<file path="src/rtl/id_ex_fifo.sv">
// id_ex_fifo: decoupling queue between the ID and EX stages.
// ID pushes one packed ID/EX entry per cycle; EX sees the head entry
// combinationally (show-ahead) and pops it when it issues. An empty queue
// presents an all-zero bubble on rData. almost_full feeds the stall detector
// so ID can freeze before entries are lost. A push that cannot be accepted
// leaves a sticky overflow flag that only reset clears.

module id_ex_fifo #(
  parameter int DATA_W    = 256,
  parameter int DEPTH     = 4,
  parameter int AFULL_LVL = DEPTH - 1
) (
  input  logic                     clk,
  input  logic                     rst,
  input  logic                     push,
  input  logic [DATA_W-1:0]        wData,
  output logic                     full,
  output logic                     almost_full,
  input  logic                     pop,
  output logic [DATA_W-1:0]        rData,
  output logic                     empty,
  output logic [$clog2(DEPTH):0]   count,
  input  logic                     flush,
  output logic                     overflow
);

  localparam int AW = $clog2(DEPTH);
  localparam int CW = AW + 1;

  // Entry storage; contents are left uninitialised because count decides
  // what is valid and the empty case forces a bubble on rData.
  logic [DATA_W-1:0] mem [DEPTH];

  logic [AW-1:0] rp;
  logic [AW-1:0] wp;
  logic          push_ok;
  logic          pop_ok;

  // Status flags are plain decodes of the occupancy register.
  assign full        = (count == CW'(DEPTH));
  assign empty       = (count == '0);
  assign almost_full = (count >= CW'(AFULL_LVL));

  // A pop on an empty queue is ignored. A push into a full queue is still
  // accepted when a real pop frees the head slot in the same cycle.
  assign pop_ok  = pop & ~empty;
  assign push_ok = push & (~full | pop_ok);

  // Show-ahead head: depends only on registers, so EX never sees a
  // combinational path from push/pop/wData.
  assign rData = empty ? '0 : mem[rp];

  // Write the incoming entry at the tail; a flush discards it.
  always_ff @(posedge clk) begin
    if (push_ok && !flush) begin
      mem[wp] <= wData;
    end
  end

  // Pointer and occupancy bookkeeping; flush takes priority over push/pop.
  always_ff @(posedge clk or posedge rst) begin
    if (rst) begin
      rp    <= '0;
      wp    <= '0;
      count <= '0;
    end else if (flush) begin
      rp    <= '0;
      wp    <= '0;
      count <= '0;
    end else begin
      if (push_ok) begin
        wp <= wp + AW'(1);
      end
      if (pop_ok) begin
        rp <= rp + AW'(1);
      end
      case ({push_ok, pop_ok})
        2'b10:   count <= count + CW'(1);
        2'b01:   count <= count - CW'(1);
        default: count <= count;
      endcase
    end
  end

  // Sticky error for a push that was dropped; survives flush, cleared by reset.
  always_ff @(posedge clk or posedge rst) begin
    if (rst) begin
      overflow <= 1'b0;
    end else if (push && !push_ok) begin
      overflow <= 1'b1;
    end
  end

endmodule

</file>
<file path="config.mk">
export PLATFORM = sky130hd
export DESIGN_NAME = id_ex_fifo
export DESIGN_NICKNAME = d
export VERILOG_FILES = /design/src/rtl/id_ex_fifo.sv
export SDC_FILE = /design/constraint.sdc
export NUM_CORES = 1
export LEC_CHECK = 0
export CORE_MARGIN = 5
export CORE_UTILIZATION = 35
export CTS_CLUSTER_DIAMETER = 150
export DETAILED_ROUTE_END_ITERATION = 8
export DONT_BUFFER_PORTS = 1
export SETUP_SLACK_MARGIN = 0.2
export SLEW_MARGIN = 10
export SYNTH_ARGS = -nofsm -noshare
export SYNTH_HDL_FRONTEND = slang
export SYNTH_SLANG_ARGS = --single-unit
</file>
<file path="constraint.sdc">
create_clock -name clk -period 19.35 [get_ports clk]
set_clock_uncertainty 0.2 [all_clocks]
set_input_delay 2.9025 -clock clk [delete_from_list [all_inputs] [get_ports clk]]
set_output_delay 2.9025 -clock clk [all_outputs]
set_load 0.05 [all_outputs]
</file>
==> results of run 1 <==
-- cells in the mapped netlist --
cell type	n
ha_1	4
o21ai_0	2
nor2b_1	258
or3_1	1
a21o_1	2
o311ai_0	1
buf_6	23
nor2_1	5
or4_1	1
xor2_1	3
nand3b_1	1
edfxtp_1	1024
buf_1	1
nand3_1	2
a211oi_1	1
and2_1	5
or2_2	1
nand2b_1	2
nor3_4	1
buf_4	4
nor4b_1	1
nand2_1	2
inv_1	6
o2111ai_1	2
buf_8	2
mux2_2	1
a21oi_1	3
xnor2_1	1
a32oi_1	1
buf_2	30
clkbuf_1	32
a31oi_1	1
dfrtp_1	8
nor3_1	1
o31ai_1	1
mux4_2	256
fa_1	1
-- tightest hold or removal path: cells and delay by family, from the launching register on --
kind | cells | cell delay [ps]
flops | 1 | 420
compound gates | 2 | 160
-- power by group through the flow --
stage	clock [mW]	combinational (mW)	sequential, mW
final	1.97	0.792	2.55
after global routing	2.12	0.835	2.55
after detailed placement	0	0.812	2.60
after floorplan	0	0.705	2.60
after global placement	0	0.810	2.59
after CTS	2.02	0.814	2.55
-- flip-flops by register name, summed over array words and instances (netlist names) --
name	count
count	3
mem	1024
overflow	1
rp	2
wp	2
-- layout make-up --
type	count	area, um^2
timing repair buffer	35	263
sequential	1032	31000
fill	9904	67800
tap	1500	1880
inverter	6	22.5
clock inverter	64	606
clock buffer	130	2770
multi-input combinational	561	7740
-- kinds of logic after synthesis --
| kind of cell | synth area share |
|---|---|
| and+or+nand+nor | 0.0446 |
| adders and majority gates | 0.00178 |
| buffers and inverters | 0.0157 |
| muxes | 0.147 |
| AOI/OAI and AO/OA | 0.00245 |
| DFF | 0.788 |
| xor gates and xnor gates | 0.000892 |
-- final timing paths --
kind,start,endpoint,slack (ps),depth (start not counted)
max reg2reg,count[0],mem[2][103],14900,5
min in group asynchronous,rst,rp[1],1870,1
max,rp[0],rData[7],11670,4
max in group asynchronous,rst,rp[0],16800,1
min reg2reg,wp[1],wp[1],420,2
min,wp[1],wp[1],420,2
-- routing by layer --
layer	share of wire	vias up	GRT usage	wire length (um)
li1	-	7039	-	-
met1	0.37	8765	0.157	30400
met2	0.51	588	0.229	42000
met3	0.11	99	0.0647	9230
met4	0.018	0	0.0367	1530
met5	0	-	0	0
==> results.tsv, run 1 <==
stage	metric	value	unit
run_status	status	finished clean	
worst_setup_path	most used cell, CP	buf_4	
clocking	H-tree depth	3	
sta	Final Setup Violations	0	
sta	relative slew slack	0.198	
worst_setup_path	Worst EP arrival	4580	ps
clocking	CTS resizes	0	
power	switch share	0.272	
drt	drt pass-1 iters	5	
sta	setup TNS	0	ps
clocking	Clock transition at path regs	60	ps
clocking	Worst-Skew Late Latency	670	ps
synth	synthesized area	39300	um^2
drt	Final ANT Viol Nets	0	
sta	Fin Hold WS	416	ps
power	Internal	3.86	mW
clocking	Hold Buf Count CTS	0	
layout	commonest non-fill, non-tap cell in the layout	edfxtp_1	
drt	DR vias/cell	4.96	
power	Flop pwr share	0.480	
power	total power	5.31	mW
global_route	first-pass GRT wire length	122000	um
hold_path	worst hold path class	register to register	
global_route	largest net degree at the start of global routing	71	
sta	final hold vios	0	
clocking	CTS tree	built	
layout	Final Instance Area	44200	um^2
synth	syn nets	1957	
synth	Synth area leaders	edfxtp_1 (78%), mux4_2 (15%), nor2b_1 (4.1%)	
worst_setup_path	Slowest-stage cell, CP	nor2b_1	
layout	non-filler cells, final	3328	
placed_design	detailed placement HPWL	51000	um
die	IO Count	524	
die	core area	112000	um^2
power	P_sw	1.45	mW
sta	FMAX	130	MHz
drt	routed vias	16500	
die	Die Area	119000	um^2
clocking	setup bufs post-CTS	0	
sta	setup ws final	11670	ps
worst_setup_path	Worst Path Required	16250	ps
clocking	Clock Path Buffers	3	
placed_design	PortBufs	0	
worst_setup_path	CP Capture Type	output pin	
layout	layout cells sized above 1	0.243	
synth	register area share after synthesis	0.788	
worst_setup_path	CP Cell Sequence	buf_4, buf_4, mux4_2, nor2b_1	
power	Pleak	13.2	nW
placed_design	placed cell count	3134	
worst_setup_path	CP Max Fanout	44	
global_route	number of antenna violations at the first check in global routing	1	
layout	most frequent cells in the layout	edfxtp_1 (1,024), nor2b_1 (258), mux4_2 (256)	
global_route	Global Route Usage Sum	0.136	
worst_setup_path	WP buf/inv	2	
placed_design	dpl ws	12230	ps
clocking	Clock Sinks	1032	
clocking	CTS root buf	clkbuf_16	
worst_setup_path	Worst setup SP type	register	
placed_design	Area after DPL	40900	um^2
die	Rows	123	
sta	minimum clock period after layout	7680	ps
synth	Synth Warn #	0	
global_route	total congestion overflow	0	
drt	# DRC	0	
worst_setup_path	Setup CP Type	register to output pin	
synth	Yosys top cell area share	0.783	
sta	Max Slew Vio Count	0	
global_route	vias in the first global route	17700	
die	initial core utilization	0.351	
drt	Detailed Route Iter0 Violations	1029	
layout	ANT cells	0	
placed_design	routability cong.	0.745	
power	Clock Power Share	0.371	
sta	final clock period utilization by the worst path	0.397	
power	Pwr per Cell Area	120	nW/um^2
drt	final WL	83100	um
synth	area leader, netlist	edfxtp_1	
synth	Avg Inst Size Synth	23.2	um^2
power	Max VDD drop	0.0910	mV
layout	Area Overhead vs Synth	12.6	%
layout	fin util	0.395	
clocking	total CTS buffers	104	
run	max-cap violations	0	
worst_setup_path	max incr delay on CP	930	ps
die	Die X	345	um
layout	final net count	2006	
power	Comb power frac	0.149	
drt	WL per Instance	25.0	um
synth	Cells after Synth	1691	
sta	unrepaired setup endpoints after global routing	no	
synth	post-synth cell types	37	
worst_setup_path	CP top delay family	buffers and inverters	
die	DIE HEIGHT	345	um
sta	Slew @ Worst Pin	1200	ps
synth	Yosys reg bits	1032	
Power figures use the tool's default switching activity.
==> inputs of run 2 (changes only) <==
Clock period 19.35 ns to 7.3 ns, I/O delays scaled along.
==> run 2 against run 1 <==
  * Sequential cell count unchanged
  * Largest cell class unchanged
  * Power increased to 2.6 times the previous value
  * Largest power group unchanged
  * Clock power rose to 2.6 times the previous value
  * Wire length fell by 2.1%
  * Sequential power rose to 2.7 times the previous value
  * Highest routed layer unchanged
  * Worst hold slack worse by 140 ps
  * Sequential share of layout area fell by 0.089 points
==> results.tsv, run 2 (synthesis gave the netlist of run 1 again) <==
stage	metric	value	unit	change
sta	relative slew slack	0.198		about the same
worst_setup_path	CP Capture Type	output pin		unchanged
power	total power	14.0	mW	was 5.31 mW
worst_setup_path	FF-to-FF setup slack	3110	ps	was 14,900 ps
sta	Final Setup Violations	0		unchanged
sta	FMAX	205	MHz	
hold_path	worst hold path class	primary input to register		was register to register
worst_setup_path	CP top delay family	flip-flops		was buffers and inverters
layout	final net count	2000		was 2,006
drt	Final ANT Viol Nets	0		unchanged
layout	layout cells sized above 1	0.240		was 0.243
layout	Most flops, register	mem		unchanged
run_status	status	finished clean		unchanged
die	Die X	345	um	unchanged
sta	minimum clock period after layout	4880	ps	
power	Pleak	13.2	nW	about the same
sta	setup TNS	0	ps	unchanged
drt	final WL	81400	um	was 83,100 um
run	max-cap violations	0		unchanged
die	DIE HEIGHT	345	um	unchanged
sta	Max Slew Vio Count	0		unchanged
placed_design	PortBufs	0		unchanged
worst_setup_path	R2R cell count	5		unchanged
clocking	CTS tree	built		unchanged
power	Max VDD drop	0.229	mV	was 0.0910 mV
clocking	total CTS buffers	105		was 104
power	Pwr per Cell Area	316	nW/um^2	was 120 nW/um^2
clocking	Worst-Skew Late Latency	670	ps	about the same
layout	ANT cells	0		unchanged
drt	routed vias	16500		about the same
die	core area	112000	um^2	unchanged
die	Die Area	119000	um^2	unchanged
sta	unrepaired setup endpoints after global routing	no		unchanged
sta	final hold vios	0		unchanged
die	Rows	123		unchanged
worst_setup_path	Worst setup SP type	register		unchanged
clocking	CTS root buf	clkbuf_16		unchanged
sta	final clock period utilization by the worst path	0.669		
layout	most frequent cells in the layout	edfxtp_1 (1,024), nor2b_1 (258), mux4_2 (256)		unchanged
worst_setup_path	max incr delay on CP	1020	ps	was 930 ps
worst_setup_path	Setup CP Type	register to output pin		unchanged
layout	max FFs per register	1024		unchanged
die	IO Count	524		unchanged
worst_setup_path	Worst EP arrival	3590	ps	was 4580 ps
sta	Slew @ Worst Pin	1200	ps	about the same
clocking	Hold Buf Count CTS	1		was 0
worst_setup_path	Slowest-stage cell, CP	dfrtp_4		was nor2b_1
global_route	largest net degree at the start of global routing	130		was 71
global_route	first-pass GRT wire length	121000	um	was 122,000 um
global_route	vias in the first global route	17700		about the same
hold_path	hold-critical path depth	1		was 2
global_route	number of antenna violations at the first check in global routing	1		unchanged
worst_setup_path	end of the worst register-to-register path	mem[3][161]		was mem[2][103]
worst_setup_path	R2R Path Start	count[0]		unchanged
hold_path	Worst Hold Launch	flush		was wp[1]
placed_design	detailed placement HPWL	48800	um	was 51,000 um
drt	DR vias/cell	4.96		about the same
clocking	setup bufs post-CTS	0		unchanged
drt	WL per Instance	24.5	um	was 25.0 um
drt	drt pass-1 iters	4		was 5
worst_setup_path	CP Cell Sequence	buf_12, mux4_2, nor2b_1		was buf_4, buf_4, mux4_2, nor2b_1
worst_setup_path	CP Max Fanout	68		was 44
layout	# fillers	9867		was 9,904
layout	commonest non-fill, non-tap cell in the layout	edfxtp_1		unchanged
drt	Detailed Route Iter0 Violations	1136		was 1,029
worst_setup_path	WP buf/inv	1		was 2
drt	# DRC	0		unchanged
clocking	H-tree depth	3		unchanged
worst_setup_path	Worst Path Required	6000	ps	was 16,250 ps
hold_path	Worst Hold End	wp[0]		was wp[1]
layout	Area Overhead vs Synth	12.7	%	was 12.6%
global_route	Global Route Usage Sum	0.133		was 0.136
placed_design	routability cong.	0.749		was 0.745
die	initial core utilization	0.351		unchanged
clocking	Clock Path Buffers	3		unchanged
global_route	total congestion overflow	0		unchanged
clocking	Clock transition at path regs	60	ps	about the same
clocking	CTS resizes	0		unchanged
clocking	Clock Sinks	1032		unchanged
layout	Largest regs	mem (1024), count (3)		unchanged
==> run 2: worst max path at each step <==
stage	from	endpoint	slack (ps)	cells past startpoint
floorplan	push	mem[0][0]	1710	4
global placement	rp[0]	rData[154]	2950	3
detailed placement	rp[0]	rData[154]	2940	3
CTS	rp[0]	rData[154]	2160	3
global route	rp[0]	rData[148]	2080	3
finish	rp[0]	rData[133]	2420	3
==> run 2: report_power, final <==
group	internal, mW	leakage [nW]	switching, mW
Sequential	6.69	9.40	0.0828
Combinational	0.518	2.15	1.57
Clock	2.97	1.63	2.18
==> run 2: metal layers <==
layer | part of all wire | global-route usage | vias to the layer above
met4 | 0.021 | 0.0370 | 0
met5 | 0 | 0 | -
met3 | 0.11 | 0.0684 | 112
met1 | 0.37 | 0.157 | 8786
met2 | 0.49 | 0.216 | 536
li1 | - | - | 7024
==> run 2: worst reg2reg max path: cells and delay by family (launching register included) <==
kind,cells,cell delay [ps]
simple gates,3,1120
flops,1,880
buf+inv,2,1560
==> run 2: cell type report <==
type                       count  area, um^2  area share
clock buffer                 128        2710      0.0613
clock inverter                61         621      0.0140
inverter                       6        22.5    0.000508
multi-input combinational    561        7740       0.175
sequential                  1032       31000       0.699
tap                         1500        1880      0.0424
timing repair buffer          28         363     0.00819
==> run 2: stage by stage <==
stage / util / instances / hold slack [ps] / area [um^2] / setup slack (ps)
2_1_floorplan: - / 1691 / 360 / 39300 / 1710
3_3_place_gp: 0.365 / 3126 / 389 / 40900 / 2950
3_5_place_dp: 0.365 / 3126 / 405 / 40900 / 2940
4_1_cts: 0.395 / 3316 / 191 / 44300 / 2160
5_1_grt: 0.395 / 3316 / 220 / 44300 / 2080
6_report: 0.395 / 3316 / 279 / 44300 / 2420
==> inputs of run 3 (changes only) <==
Clock period 7.3 ns to 4.9 ns, I/O delays scaled along.
==> run 3 against run 2 <==
  * Non-clock buffer count up 402
  * Clock-buffer cell count up 7
  * Global-route usage up 0.68 points
  * Power up 53%
  * Register-to-register slack worse by 1600 ps
  * Cell area up 8.8%
  * Critical path depth up 2
  * Critical endpoint is now rData[20]
==> results.tsv, run 3 (synthesis gave the netlist of run 1 again) <==
stage	metric	value	unit	change
die	core area	112000	um^2	unchanged
layout	most frequent cells in the layout	edfxtp_1 (1,024), dlygate4sd3_1 (259), nor2b_1 (258)		was edfxtp_1 (1,024), nor2b_1 (258), mux4_2 (256)
worst_setup_path	Setup CP Type	register to output pin		unchanged
global_route	first-pass GRT wire length	129000	um	was 121,000 um
drt	WL per Instance	22.9	um	was 24.5 um
placed_design	placed cell count	3270		was 3,126
die	Die X	345	um	unchanged
power	Pleak	15.1	nW	was 13.2 nW
layout	commonest non-fill, non-tap cell in the layout	edfxtp_1		unchanged
sta	Max Slew Vio Count	0		unchanged
layout	Area Overhead vs Synth	22.7	%	was 12.7%
worst_setup_path	Worst setup SP type	register		unchanged
worst_setup_path	Worst Path Required	3960	ps	was 6000 ps
drt	Detailed Route Iter0 Violations	1158		was 1,136
clocking	CTS tree	built		unchanged
worst_setup_path	R2R cell count	4		was 5
hold_path	hold-critical path depth	2		was 1
drt	final WL	85400	um	was 81,400 um
worst_setup_path	WP buf/inv	3		was 1
run_status	status	finished clean		unchanged
sta	unrepaired setup endpoints after global routing	no		unchanged
worst_setup_path	Worst EP arrival	3210	ps	was 3590 ps
drt	# DRC	0		unchanged
run	max-cap violations	0		unchanged
clocking	Clock Sinks	1032		unchanged
die	IO Count	524		unchanged
hold_path	Worst Hold End	overflow		was wp[0]
placed_design	Area after DPL	42200	um^2	was 40,900 um^2
sta	relative slew slack	0.228		was 0.198
worst_setup_path	Slowest-stage cell, CP	dfrtp_1		was dfrtp_4
clocking	CTS root buf	clkbuf_16		unchanged
worst_setup_path	max incr delay on CP	700	ps	was 1020 ps
worst_setup_path	R2R Path Start	count[0]		unchanged
sta	minimum clock period after layout	4150	ps	
sta	FMAX	241	MHz	
global_route	number of antenna violations at the first check in global routing	10		was 1
drt	routed vias	18200		was 16,500
die	Rows	123		unchanged
clocking	Clock transition at path regs	60	ps	about the same
worst_setup_path	instance count on the critical path	5		was 3
placed_design	PortBufs	0		unchanged
clocking	setup bufs post-CTS	0		unchanged
sta	Fin Hold WS	109	ps	was 279 ps
drt	Final ANT Viol Nets	0		unchanged
clocking	total CTS buffers	104		was 105
sta	Final Setup Violations	0		unchanged
global_route	largest net degree at the start of global routing	101		was 130
worst_setup_path	CP Max Fanout	100		was 68
layout	Most flops, register	mem		unchanged
die	Die Area	119000	um^2	unchanged
sta	final hold vios	0		unchanged
power	Max VDD drop	0.318	mV	was 0.229 mV
global_route	total congestion overflow	0		unchanged
clocking	CTS resizes	0		unchanged
worst_setup_path	CP Capture Type	output pin		unchanged
die	DIE HEIGHT	345	um	unchanged
clocking	Clock Path Buffers	3		unchanged
layout	fin util	0.430		was 0.395
layout	final net count	2401		was 2,000
layout	max FFs per register	1024		unchanged
power	total power	21.5	mW	was 14.0 mW
drt	DR vias/cell	4.89		was 4.96
layout	Final Instance Area	48200	um^2	was 44,300 um^2
worst_setup_path	CP Cell Sequence	nor3_4, buf_12, buf_12, nor2b_1, buf_4		was buf_12, mux4_2, nor2b_1
layout	layout cells sized above 1	0.259		was 0.240
worst_setup_path	CP top delay family	buffers and inverters		was flip-flops
sta	final clock period utilization by the worst path	0.847		
clocking	Worst-Skew Late Latency	660	ps	was 670 ps
worst_setup_path	end of the worst register-to-register path	mem[1][75]		was mem[3][161]
worst_setup_path	most used cell, CP	buf_12		
layout	non-filler cells, final	3730		was 3,316
layout	Largest regs	mem (1024), count (3)		unchanged
hold_path	worst hold path class	primary input to register		unchanged
global_route	Global Route Usage Sum	0.140		was 0.133
die	initial core utilization	0.351		unchanged
drt	drt pass-1 iters	5		was 4
placed_design	routability cong.	0.765		was 0.749
hold_path	Worst Hold Launch	pop		was flush
power	Pwr per Cell Area	446	nW/um^2	was 316 nW/um^2
placed_design	detailed placement HPWL	54800	um	was 48,800 um
worst_setup_path	FF-to-FF setup slack	1510	ps	was 3110 ps
clocking	H-tree depth	3		unchanged
sta	Slew @ Worst Pin	1160	ps	was 1200 ps
global_route	vias in the first global route	19700		was 17,700
-- run 3: cell types whose count changed in the layout (fill, tap and decap cells not counted), moves of 2 or more --
cell and change:
buf_12 +15, buf_4 +129, clkbuf_1 +7, clkinv_16 +2, clkinv_4 -2, diode_2 +9
dlygate4sd3_1 +258, inv_6 -2
-- run 3: final cells by class --
class | count | area (um^2)
inverter | 6 | 22.5
tap | 1500 | 1880
clock inverter | 57 | 638
clock buffer | 135 | 2740
timing repair buffer | 430 | 4210
antenna | 9 | 22.5
sequential | 1032 | 31000
multi-input combinational | 561 | 7740
fill | 9510 | 63800
-- run 3: metrics by stage --
stage,setup TNS (ps),setup slack [ps]
after global routing,0,548
after detailed placement,0,1460
after global placement,0,1450
after CTS,0,682
final,0,750
after floorplan,-335440,-328
-- run 3: worst max-delay path by stage --
stage	start	end	slack (ps)
after floorplan	push	mem[0][0]	-330
after global placement	rp[0]	rData[48]	1450
after detailed placement	rp[0]	rData[83]	1460
after CTS	rp[0]	rData[83]	680
after global routing	count[0]	rData[20]	550
final	count[0]	rData[20]	750
-- run 3: metal layers --
layer  track usage  routed length, um  up-vias  part of all wire
met3        0.0410               6080      124             0.071
met4        0.0359               1810        0             0.021
li1              -                  -     7839                 -
met1         0.178              34100     9708              0.40
met2         0.238              43400      576              0.51
met5             0                  0        -                 0
-- run 3: repair_timing --
item	CTS	global route
endpoints found under the hold margin	1039	0
setup endpoints to repair	0	0
hold buffers	259	0
-- run 3: report_power, final --
part	leakage [nW]	switching, mW	internal (mW)
registers	9.40	0.110	9.96
clock network	1.64	3.23	4.49
logic	4.04	2.55	1.16
